<file path="config.mk">
export PLATFORM = sky130hd
export DESIGN_NAME = ps_maxlen_cutter
export DESIGN_NICKNAME = d
export VERILOG_FILES = /design/src/rtl/ps_maxlen_cutter.sv
export SDC_FILE = /design/constraint.sdc
export NUM_CORES = 1
export LEC_CHECK = 0
export BUFFER_PORTS_ARGS = -buffer_cell sky130_fd_sc_hd__buf_4
export CORE_MARGIN = 8
export CORE_UTILIZATION = 50
export DETAILED_ROUTE_END_ITERATION = 8
export PLACE_DENSITY = 0.85
export SLEW_MARGIN = 15
export SYNTH_ARGS = -nofsm -noshare
export SYNTH_HDL_FRONTEND = slang
export SYNTH_SLANG_ARGS = --single-unit
</file>
<file path="constraint.sdc">
create_clock -name clk -period 3.21 [get_ports clk]
set_input_delay 0.4815 -clock clk [delete_from_list [all_inputs] [get_ports clk]]
set_output_delay 0.4815 -clock clk [all_outputs]
set_load 0.01 [all_outputs]
</file>
<file path="src/rtl/ps_maxlen_cutter.sv">
// rtl/ps_maxlen_cutter.sv - PacketStream stage that truncates packets longer than maxlen words
// Zero-latency data path; only framing state, the latched limit and cut statistics are registered.
module ps_maxlen_cutter #(
  parameter int WIDTH    = 8,
  parameter int LENWIDTH = 16
) (
  input  logic                clk,
  input  logic                reset,
  input  logic [LENWIDTH-1:0] maxlen,
  input  logic                cnt_clr,
  input  logic [WIDTH-1:0]    i_dat,
  input  logic                i_val,
  input  logic                i_eop,
  output logic                i_rdy,
  output logic [WIDTH-1:0]    o_dat,
  output logic                o_val,
  output logic                o_eop,
  input  logic                o_rdy,
  output logic                cut_pulse,
  output logic [LENWIDTH-1:0] cut_cnt
);

  typedef enum logic {PASS = 1'b0, DISCARD = 1'b1} state_t;

  state_t              st, st_nxt;
  logic                sop_reg, sop_nxt;
  logic [LENWIDTH-1:0] wcnt, wcnt_nxt;
  logic [LENWIDTH-1:0] lim_reg, lim;
  logic                last_allowed;
  logic                lim_load;
  logic                cut;

  // The limit is sampled with the first word so mid-packet maxlen changes are ignored.
  assign lim          = sop_reg ? maxlen : lim_reg;
  assign last_allowed = (lim != '0) && (wcnt == lim - LENWIDTH'(1));
  assign o_dat        = i_dat;

  always_comb begin
    st_nxt   = st;
    sop_nxt  = sop_reg;
    wcnt_nxt = wcnt;
    lim_load = 1'b0;
    cut      = 1'b0;
    o_val    = i_val;
    o_eop    = i_eop | last_allowed;
    i_rdy    = o_rdy;
    case (st)
      PASS: begin
        if (i_val && o_rdy) begin
          lim_load = sop_reg;
          if (i_eop) begin
            sop_nxt  = 1'b1;
            wcnt_nxt = '0;
          end else if (last_allowed) begin
            st_nxt  = DISCARD;
            sop_nxt = 1'b0;
            cut     = 1'b1;
          end else begin
            sop_nxt  = 1'b0;
            wcnt_nxt = (wcnt == '1) ? wcnt : wcnt + LENWIDTH'(1);
          end
        end
      end
      DISCARD: begin
        // Drain the tail of a cut packet without waiting on the sink.
        o_val = 1'b0;
        o_eop = 1'b0;
        i_rdy = 1'b1;
        if (i_val && i_eop) begin
          st_nxt   = PASS;
          sop_nxt  = 1'b1;
          wcnt_nxt = '0;
        end
      end
    endcase
  end

  always_ff @(posedge clk) begin
    if (reset) begin
      st        <= PASS;
      sop_reg   <= 1'b1;
      wcnt      <= '0;
      lim_reg   <= '0;
      cut_pulse <= 1'b0;
      cut_cnt   <= '0;
    end else begin
      st        <= st_nxt;
      sop_reg   <= sop_nxt;
      wcnt      <= wcnt_nxt;
      cut_pulse <= cut;
      if (lim_load) lim_reg <= maxlen;
      if (cnt_clr) cut_cnt <= cut ? LENWIDTH'(1) : '0;
      else if (cut && (cut_cnt != '1)) cut_cnt <= cut_cnt + LENWIDTH'(1);
    end
  end

endmodule

</file>
After elaboration in Yosys (flattened, before gate mapping):

Cells that the tools add are included.

* word-level logic and storage cells: 51
* bits of input ports: 30
* output and inout bits: 28
* register bits: 51

* equal/unequal tests: 7
* mux-type cells: 25
* reduce and logical (&&, ||, !) cells: 8
* add/sub/neg operators: 3
* bitwise logic cells: 2

Operators with widths (count)
* $mux 16: 8
* $add 16x1->16 const B: 2
* $pmux 16 s2: 1
* $eq 16x16->1: 1
* $eq 16x16->1 const B: 1
* $ne 16x16->1 const B: 1
* $reduce_bool 16->1: 1
* $sub 16x1->16 const B: 1
* $mux 1: 14
* $ne 3x3->1 const B: 2
* $logic_and 1x1->1: 4
* $pmux 1 s2: 2
* $reduce_and 4->1: 1
* $ne 2x1->1 const B: 1
* $ne 2x2->1 const B: 1
* $reduce_and 2->1: 1
* $reduce_bool 2->1: 1
* $not 1->1: 1
* $or 1x1->1: 1

Longest topological paths before layout:

Gate-level depths: netlist (run 1).

* word-level depth: 11
* depth in mapped cells: 15
* depth with buffers taken out: 10

Worst setup path before layout (run 1):

OpenSTA, ideal clock, no wires.

* kind: register -> output
* start: register sop_reg
* end: output o_eop
* required time: 2.728 ns
* path buffers: 3
* cell stages (with the launch flop): 14
* path slack: -0.143 ns
* arrival time: 2.871 ns
* cell sequence: dfxtp_1 buf_6 buf_6 buf_6 mux2i_1 ha_1 nor4b_2 nor2_1 o31a_1 nor4_1 nand4b_1 nor3_1 nor2_1 nor2_1

* longest elaborated chain between the ends: 6
* elaborated cells between the ends (all ways): 7
* classes of those cells: add/sub: 1; eq/ne: 1; mux: 2; bitwise: 1; reduce/logical: 2

Ends and longest elaborated chain
* from (decl): RTL line 26 `logic sop_reg, sop_nxt;`
* from (signal assigned): RTL line 88 `sop_reg <= sop_nxt;`
* $mux 16 (*): RTL line 34 `assign lim = sop_reg ? maxlen : lim_reg;`
* $sub 16x1->16: RTL line 35 `assign last_allowed = (lim != '0) && (wcnt == lim - LENWIDTH'(1));`
* $eq 16x16->1: RTL line 35
* $logic_and 1x1->1 (*): RTL line 35
* $or 1x1->1 (*): RTL line 45 `o_eop = i_eop | last_allowed;`
* $mux 1 (*): RTL line 47 `case (st)`
* to (decl): RTL line 17 `output logic o_eop,`

Every way passes the cells marked *; elsewhere a longest branch is shown, timed or not.

Worst setup path in the final report (run 1):

Same ends and word-level chain as after synthesis.

==> metrics.csv, run 1 <==
stage,metric,value,unit
outcome,outcome,"finished, violations left",
outcome,failing checks,negative setup slack,
setup_path,Worst EP required,2.73,ns
sta,max-slew violation count,0,
logic_synthesis,#FFs+latches synth,51,
sta,slew at the pin closest to its max-slew limit,0.891,ns
setup_path,reg2reg setup slack,0.01,ns
place,pre-CTS setup slack,-0.0954,ns
clock_network,Clock Tree Root,clkbuf_8,
pwr,Power per Cell Area,318,nW/um^2
global_routing,vias in the first global route,3341,
global_routing,largest net degree at the start of global routing,31,
finish,synthesis-to-finish area growth,20.6,%
routing,DRC,0,
floorplanning,I/O pins,58,
logic_synthesis,top cell type's share of synthesized area,0.289,
logic_synthesis,"area leader, netlist",dfxtp_1,
floorplanning,core area,6830,sq um
place,Cells after DPL,568,
routing,post-route ant nets,0,
clock_network,clock sink count,51,
logic_synthesis,asr flop ratio synth,0,
logic_synthesis,yosys warns,0,
clock_network,Clock Pin Slew Worst Setup and Hold Paths,0.09,ns
floorplanning,row cnt,30,
setup_path,Crit path arrival time,2.84,ns
pwr,VDD IR max,0.160,mV
routing,routed wire length per instance,16.5,microns
clock_network,H-Tree Depth,2,
finish,ANT cells,0,
place,I/O Buffers,41,
clock_network,hold_buf cts,0,
logic_synthesis,Mapped Area,3530,sq um
finish,"Net count, final",522,
place,routability cong.,0.903,
global_routing,Total Routing Usage GR,0.188,
setup_path,WS Path Type,reg2out,
finish,final cell count without fillers,585,
clock_network,CTS Buf Count,5,
logic_synthesis,sequential fraction of the synthesis area,0.289,
floorplanning,chip width,100,microns
pwr,sequential share of power,0.485,
global_routing,"Most Used Layer, Global Route",met2,
logic_synthesis,Commonest cells post-synth,"nand2_1 (63), dfxtp_1 (51), a21oi_1 (44), mux2i_1 (27)",
logic_synthesis,Avg Synthesized Cell Area,8.02,sq um
sta,Final min period,3.32,ns
min_path,startpoint of the worst hold path,maxlen[15],
global_routing,final global-route overflow total,0,
logic_synthesis,top post-synthesis cells by area,"dfxtp_1 (29%), mux2i_1 (7.7%), nand2_1 (6.7%), a21oi_1 (6.2%), xnor2_1 (4.7%)",
routing,TritonRoute pass-1 iters,5,
logic_synthesis,post-synthesis cell count,440,
pwr,Gate power share,0.214,
setup_path,crit path launch type,flop,
pwr,LEAKAGE,1.59,nW
logic_synthesis,Post-synth EDFFs,0,
setup_path,"Max FO, Critical Path",20,
setup_path,worst-case reg-to-reg path depth,11,
global_routing,global routing usage on met1,0.219,
global_routing,GRT met3 Usage,0.0457,
sta,Final setup violation count,1,
routing,total wire length after detailed routing,9.67,mm
setup_path,R2R Path End,cut_cnt[7]$_SDFFE_PP0P_,
global_routing,antenna violations before repair,0,
sta,final setup margin,-0.110,ns
sta,fmax,301,MHz
logic_synthesis,"Primary FF master, synth",dfxtp_1,
pwr,switching part of the total,0.293,
flow_run,Max Cap Viol,0,
pwr,clock share of power,0.300,
logic_synthesis,Mapped Nets,474,
clock_network,"Clk Latency, worst-skew pair",0.32,ns
floorplanning,Die ar.,10000,sq um
setup_path,critical path capture point type,output pin,
logic_synthesis,most frequent cell after synthesis,nand2_1,
sta,RSZ-0062 raised after global routing,true,
logic_synthesis,Unique masters post-synth,61,
sta,Max-Slew Margin vs Limit,0.406,
sta,setup TNS,-0.110,ns
floorplanning,Die H,100,microns
routing,via count,3570,
floorplanning,starting density of the core,0.516,
global_routing,grt met2 use,0.328,
min_path,worst hold path depth,3,
finish,fraction of layout cells with a size suffix above 1,0.227,
global_routing,first-pass GRT wire length,15.6,mm
min_path,hold worst-path end,lim_reg[15]$_SDFFE_PP0P_,
finish,Final Util,0.623,
sta,final worst path period share,1.03,
pwr,Sw Pwr,0.397,mW
sta,WHS,0.416,ns
clock_network,CTS tree,built,
setup_path,Reg2Reg Launch Point,sop_reg$_SDFFE_PP1P_,
clock_network,Longest Clk Path Bufs,2,
min_path,worst hold-check path type,in2reg,
routing,drt via density,6.10,
routing,Initial DRC Count,206,
place,Detail Placement HPWL,6.96,mm
sta,Worst Skew,0.00609,ns
pwr,internal power,0.957,mW
sta,Final Hold Vio Count,0,
-- layout by cell type, fill, tap and decap left out, types with 4 or more instances in the layout --
| cell type | count |
|---|---|
| or4_1 | 13 |
| xnor2_1 | 19 |
| a21oi_1 | 43 |
| nand2b_1 | 12 |
| nor3b_1 | 5 |
| xor2_1 | 5 |
| nand4_1 | 7 |
| clkbuf_8 | 6 |
| nand3_1 | 19 |
| nor4_1 | 9 |
| o21ai_0 | 5 |
| nor2_1 | 18 |
| nor3_1 | 12 |
| buf_4 | 71 |
| nand2_1 | 63 |
| mux2i_1 | 25 |
| o31ai_1 | 15 |
| o21ai_1 | 4 |
| or2_2 | 4 |
| dfxtp_1 | 50 |
| and3_1 | 10 |
-- stage by stage --
stage	power [mW]	area [sq um]
global route	1.41	4260
global placement	0.920	3980
floorplan	0.846	3540
detailed placement	0.927	3980
finish	1.35	4260
CTS	1.34	4180
-- cell families (layout without fill, tap and decap cells) --
family                     Yosys count  count (layout)  share of synthesized area
muxes                               30              30                     0.0901
DFF                                 51              51                      0.289
AOI/OAI and AO/OA                   98              98                      0.177
adders and majority gates            4               4                     0.0142
xor gates and xnor gates            24              24                     0.0596
buffers and inverters               35              83                     0.0571
and+or+nand+nor                    198             199                      0.313
-- critical path: stages (launching register included) --
cell	delay, ns
dfxtp_4	0.40
buf_4	0.15
bufbuf_16	0.29
nor3b_1	0.15
o211ai_1	0.20
a2111oi_1	0.10
or3_1	0.39
or3_4	0.36
nor3_4	0.23
nor2_1	0.06
nor2_1	0.08
buf_4	0.12
-- timing repair --
item,CTS,global route
setup endpoints to repair,1,18
cloned,1,1
pin swaps,6,6
gates resized for setup,9,9
buffers inserted,4,3
-- routing by layer --
metal / part of all wire / up-vias
li1: - / 1715
met4: 0.018 / 0
met5: 0 / -
met3: 0.062 / 19
met1: 0.42 / 1708
met2: 0.50 / 128
-- how the worst max path moves through the flow --
stage                              start                        to
finish              sop_reg$_SDFFE_PP1P_                     o_eop
detailed placement             maxlen[0]   cut_cnt[4]$_SDFFE_PP0P_
global route        sop_reg$_SDFFE_PP1P_                     o_eop
floorplan           sop_reg$_SDFFE_PP1P_                     o_eop
global placement               maxlen[0]  cut_cnt[13]$_SDFFE_PP0P_
CTS                 sop_reg$_SDFFE_PP1P_                     o_eop
-- area by class of cell --
type,count,area (sq um)
Fill cell,606,2570
Tap cell,96,120
Inverter,2,7.51
Timing Repair Buffer,73,586
Sequential cell,51,1020
Clock buffer,6,82.6
Clock inverter,2,16.3
Multi-Input combinational cell,355,2420
-- power by group through the flow --
stage               Sequential, mW  Clock, mW  Combinational, mW
floorplan                    0.666          0              0.180
global placement             0.670          0              0.250
detailed placement           0.671          0              0.256
CTS                          0.656      0.412              0.276
global route                 0.659      0.438              0.313
finish                       0.658      0.407              0.290
No activity file was read; power rests on OpenSTA's default activity.
==> inputs of run 2 (changes only) <==
--- a/config.mk
+++ b/config.mk
@@ -10,6 +10,7 @@
 export CORE_UTILIZATION = 50
 export DETAILED_ROUTE_END_ITERATION = 8
 export PLACE_DENSITY = 0.85
+export SKIP_LAST_GASP = 1
 export SLEW_MARGIN = 15
 export SYNTH_ARGS = -nofsm -noshare
 export SYNTH_HDL_FRONTEND = slang
==> metrics.csv, run 2 (synthesized netlist as in run 1, its figures left out) <==
stage,metric,value,unit,change
clock_network,Longest Clk Path Bufs,2,,unchanged
setup_path,Crit path arrival time,2.84,ns,about the same
routing,Initial DRC Count,215,,+4.4%
clock_network,clock sink count,51,,unchanged
pwr,Power per Cell Area,320,nW/um^2,+0.44%
finish,synthesis-to-finish area growth,20.4,%,
setup_path,Buf/Inv on CP,1,,-2
flow_run,Max Cap Viol,0,,unchanged
floorplanning,Die H,100,microns,unchanged
sta,Worst Skew,0.00714,ns,+0.00104 ns
min_path,worst hold-check path type,in2reg,,
finish,"Net count, final",522,,unchanged
pwr,Power Total,1.36,mW,+0.23%
floorplanning,Die ar.,10000,sq um,unchanged
sta,Final min period,3.32,ns,+0.00103 ns
outcome,failing checks,negative setup slack,,
clock_network,CTS tree,built,,
floorplanning,row cnt,30,,unchanged
outcome,outcome,"finished, violations left",,
place,pre-CTS setup slack,-0.0954,ns,unchanged
floorplanning,I/O pins,58,,unchanged
pwr,VDD IR max,0.159,mV,-0.30%
setup_path,critical path capture point type,output pin,,
global_routing,antenna violations before repair,0,,unchanged
sta,RSZ-0062 raised after global routing,true,,
sta,final setup margin,-0.111,ns,-0.00103 ns
routing,via count,3602,,+0.90%
finish,fillers,605,,-0.17%
global_routing,vias in the first global route,3341,,unchanged
sta,Final setup violation count,5,,+4
setup_path,Crit path top cell by count,nor2_1,,
sta,Max-Slew Margin vs Limit,0.389,,-0.0169
setup_path,WS Path Type,reg2out,,
finish,"leading cell type in the layout, fill and taps excluded",buf_4,,
clock_network,H-Tree Depth,2,,unchanged
finish,fraction of layout cells with a size suffix above 1,0.223,,-0.00409
setup_path,top cell family by delay on the critical path,simple AND/OR/NAND/NOR gates,,
global_routing,final global-route overflow total,0,,unchanged
sta,setup TNS,-0.130,ns,-0.0197 ns
global_routing,Total Routing Usage GR,0.188,,unchanged
pwr,LEAKAGE,1.59,nW,about the same
global_routing,first-pass GRT wire length,15.6,mm,unchanged
setup_path,"Max FO, Critical Path",4,,-80%
routing,DRC,0,,unchanged
routing,routed wire length per instance,16.5,microns,about the same
sta,slew at the pin closest to its max-slew limit,0.917,ns,+0.0254 ns
floorplanning,core area,6830,sq um,unchanged
setup_path,Worst EP required,2.73,ns,about the same
sta,final worst path period share,1.03,,about the same
sta,max-slew violation count,0,,unchanged
finish,ANT cells,0,,unchanged
routing,drt via density,6.16,,+0.90%
global_routing,largest net degree at the start of global routing,31,,unchanged
routing,post-route ant nets,0,,unchanged
sta,Final Hold Vio Count,0,,unchanged
clock_network,"Clk Latency, worst-skew pair",0.32,ns,about the same
finish,"commonest non-fill, non-tap cells in the layout","buf_4 (71), nand2_1 (63), dfxtp_1 (50)",,
place,routability cong.,0.903,,unchanged
place,I/O Buffers,41,,unchanged
place,Detail Placement HPWL,6.96,mm,unchanged
setup_path,Max stage delay on crit path,0.43,ns,+0.03 ns
floorplanning,starting density of the core,0.516,,unchanged
routing,TritonRoute pass-1 iters,5,,unchanged
setup_path,"slowest stage cell, crit path",dfxtp_4,,
setup_path,crit path cell chain,mux2i_4 -> ha_2 -> nor4b_4 -> or2_2 -> nand2_1 -> o41ai_2 -> nand3_1 -> nor3_4 -> nor2_1 -> nor2_1 -> buf_4,,
floorplanning,chip width,100,microns,unchanged
routing,total wire length after detailed routing,9.68,mm,about the same
clock_network,Clock Pin Slew Worst Setup and Hold Paths,0.10,ns,about the same
finish,Final Util,0.622,,-0.00128
clock_network,Clock Tree Root,clkbuf_8,,
sta,fmax,301,MHz,about the same
clock_network,CTS Buf Count,5,,unchanged
setup_path,crit path launch type,flop,,
## run 2: cell count changes in the layout (fill, tap and decap cells not counted)
cell	change
a211oi_2	-1
a21oi_2	-1
a21oi_1	+1
a211oi_1	+1
## run 2: layout make-up
class / instances / area [sq um] / share of cell area
Multi-Input combinational cell: 355 / 2410 / 0.568
Timing Repair Buffer: 73 / 586 / 0.138
Sequential cell: 51 / 1020 / 0.241
Tap cell: 96 / 120 / 0.0283
Clock inverter: 2 / 16.3 / 0.00383
Clock buffer: 6 / 82.6 / 0.0194
Inverter: 2 / 7.51 / 0.00177
## run 2: report_power, final
| group | total [mW] | switching (mW) | internal [mW] |
|---|---|---|---|
| registers | 0.658 | 0.0145 | 0.643 |
| clock network | 0.410 | 0.233 | 0.177 |
| logic | 0.290 | 0.153 | 0.138 |
| total | 1.36 | 0.400 | 0.957 |
## run 2: layer usage
| layer | vias to the layer above | wire length (microns) | global-route usage | part of all wire |
|---|---|---|---|---|
| met4 | 0 | 164 | 0.0581 | 0.017 |
| met2 | 132 | 4860 | 0.328 | 0.50 |
| met3 | 22 | 617 | 0.0457 | 0.064 |
| li1 | 1714 | - | - | - |
| met5 | - | 0 | 0 | 0 |
| met1 | 1734 | 4040 | 0.219 | 0.42 |
## run 2: worst min-delay path, stage by stage
cell	delay, ns
buf_4	0.11
nand2_1	0.05
a21oi_1	0.05
## run 2: through the flow
step | hold slack (ns) | area, sq um | instances
6_report | 0.416 | 4250 | 585
5_1_grt | 0.419 | 4250 | 585
4_1_cts | 0.416 | 4180 | 581
3_5_place_dp | 0.456 | 3980 | 568
3_3_place_gp | 0.441 | 3980 | 568
2_1_floorplan | 0.435 | 3540 | 440
## run 2: what timing repair did
action                                 4_1_cts  5_1_grt
setup buffers                                4        3
pin swaps                                    6        6
hold buffers                                 0        0
resized for setup                            9        7
cloned                                       1        1
setup endpoints to repair                    1       18
endpoints found under the hold margin        0        0
## run 2: final timing paths
path | slack (ns) | to | cells past startpoint | startpoint
worst min register to register | 0.47 | lim_reg[15]$_SDFFE_PP0P_ | 2 | lim_reg[15]$_SDFFE_PP0P_
worst min-delay path | 0.42 | lim_reg[15]$_SDFFE_PP0P_ | 3 | maxlen[15]
worst max-delay path | -0.11 | o_eop | 11 | sop_reg$_SDFFE_PP1P_
worst max register to register | -0.01 | cut_cnt[7]$_SDFFE_PP0P_ | 11 | sop_reg$_SDFFE_PP1P_
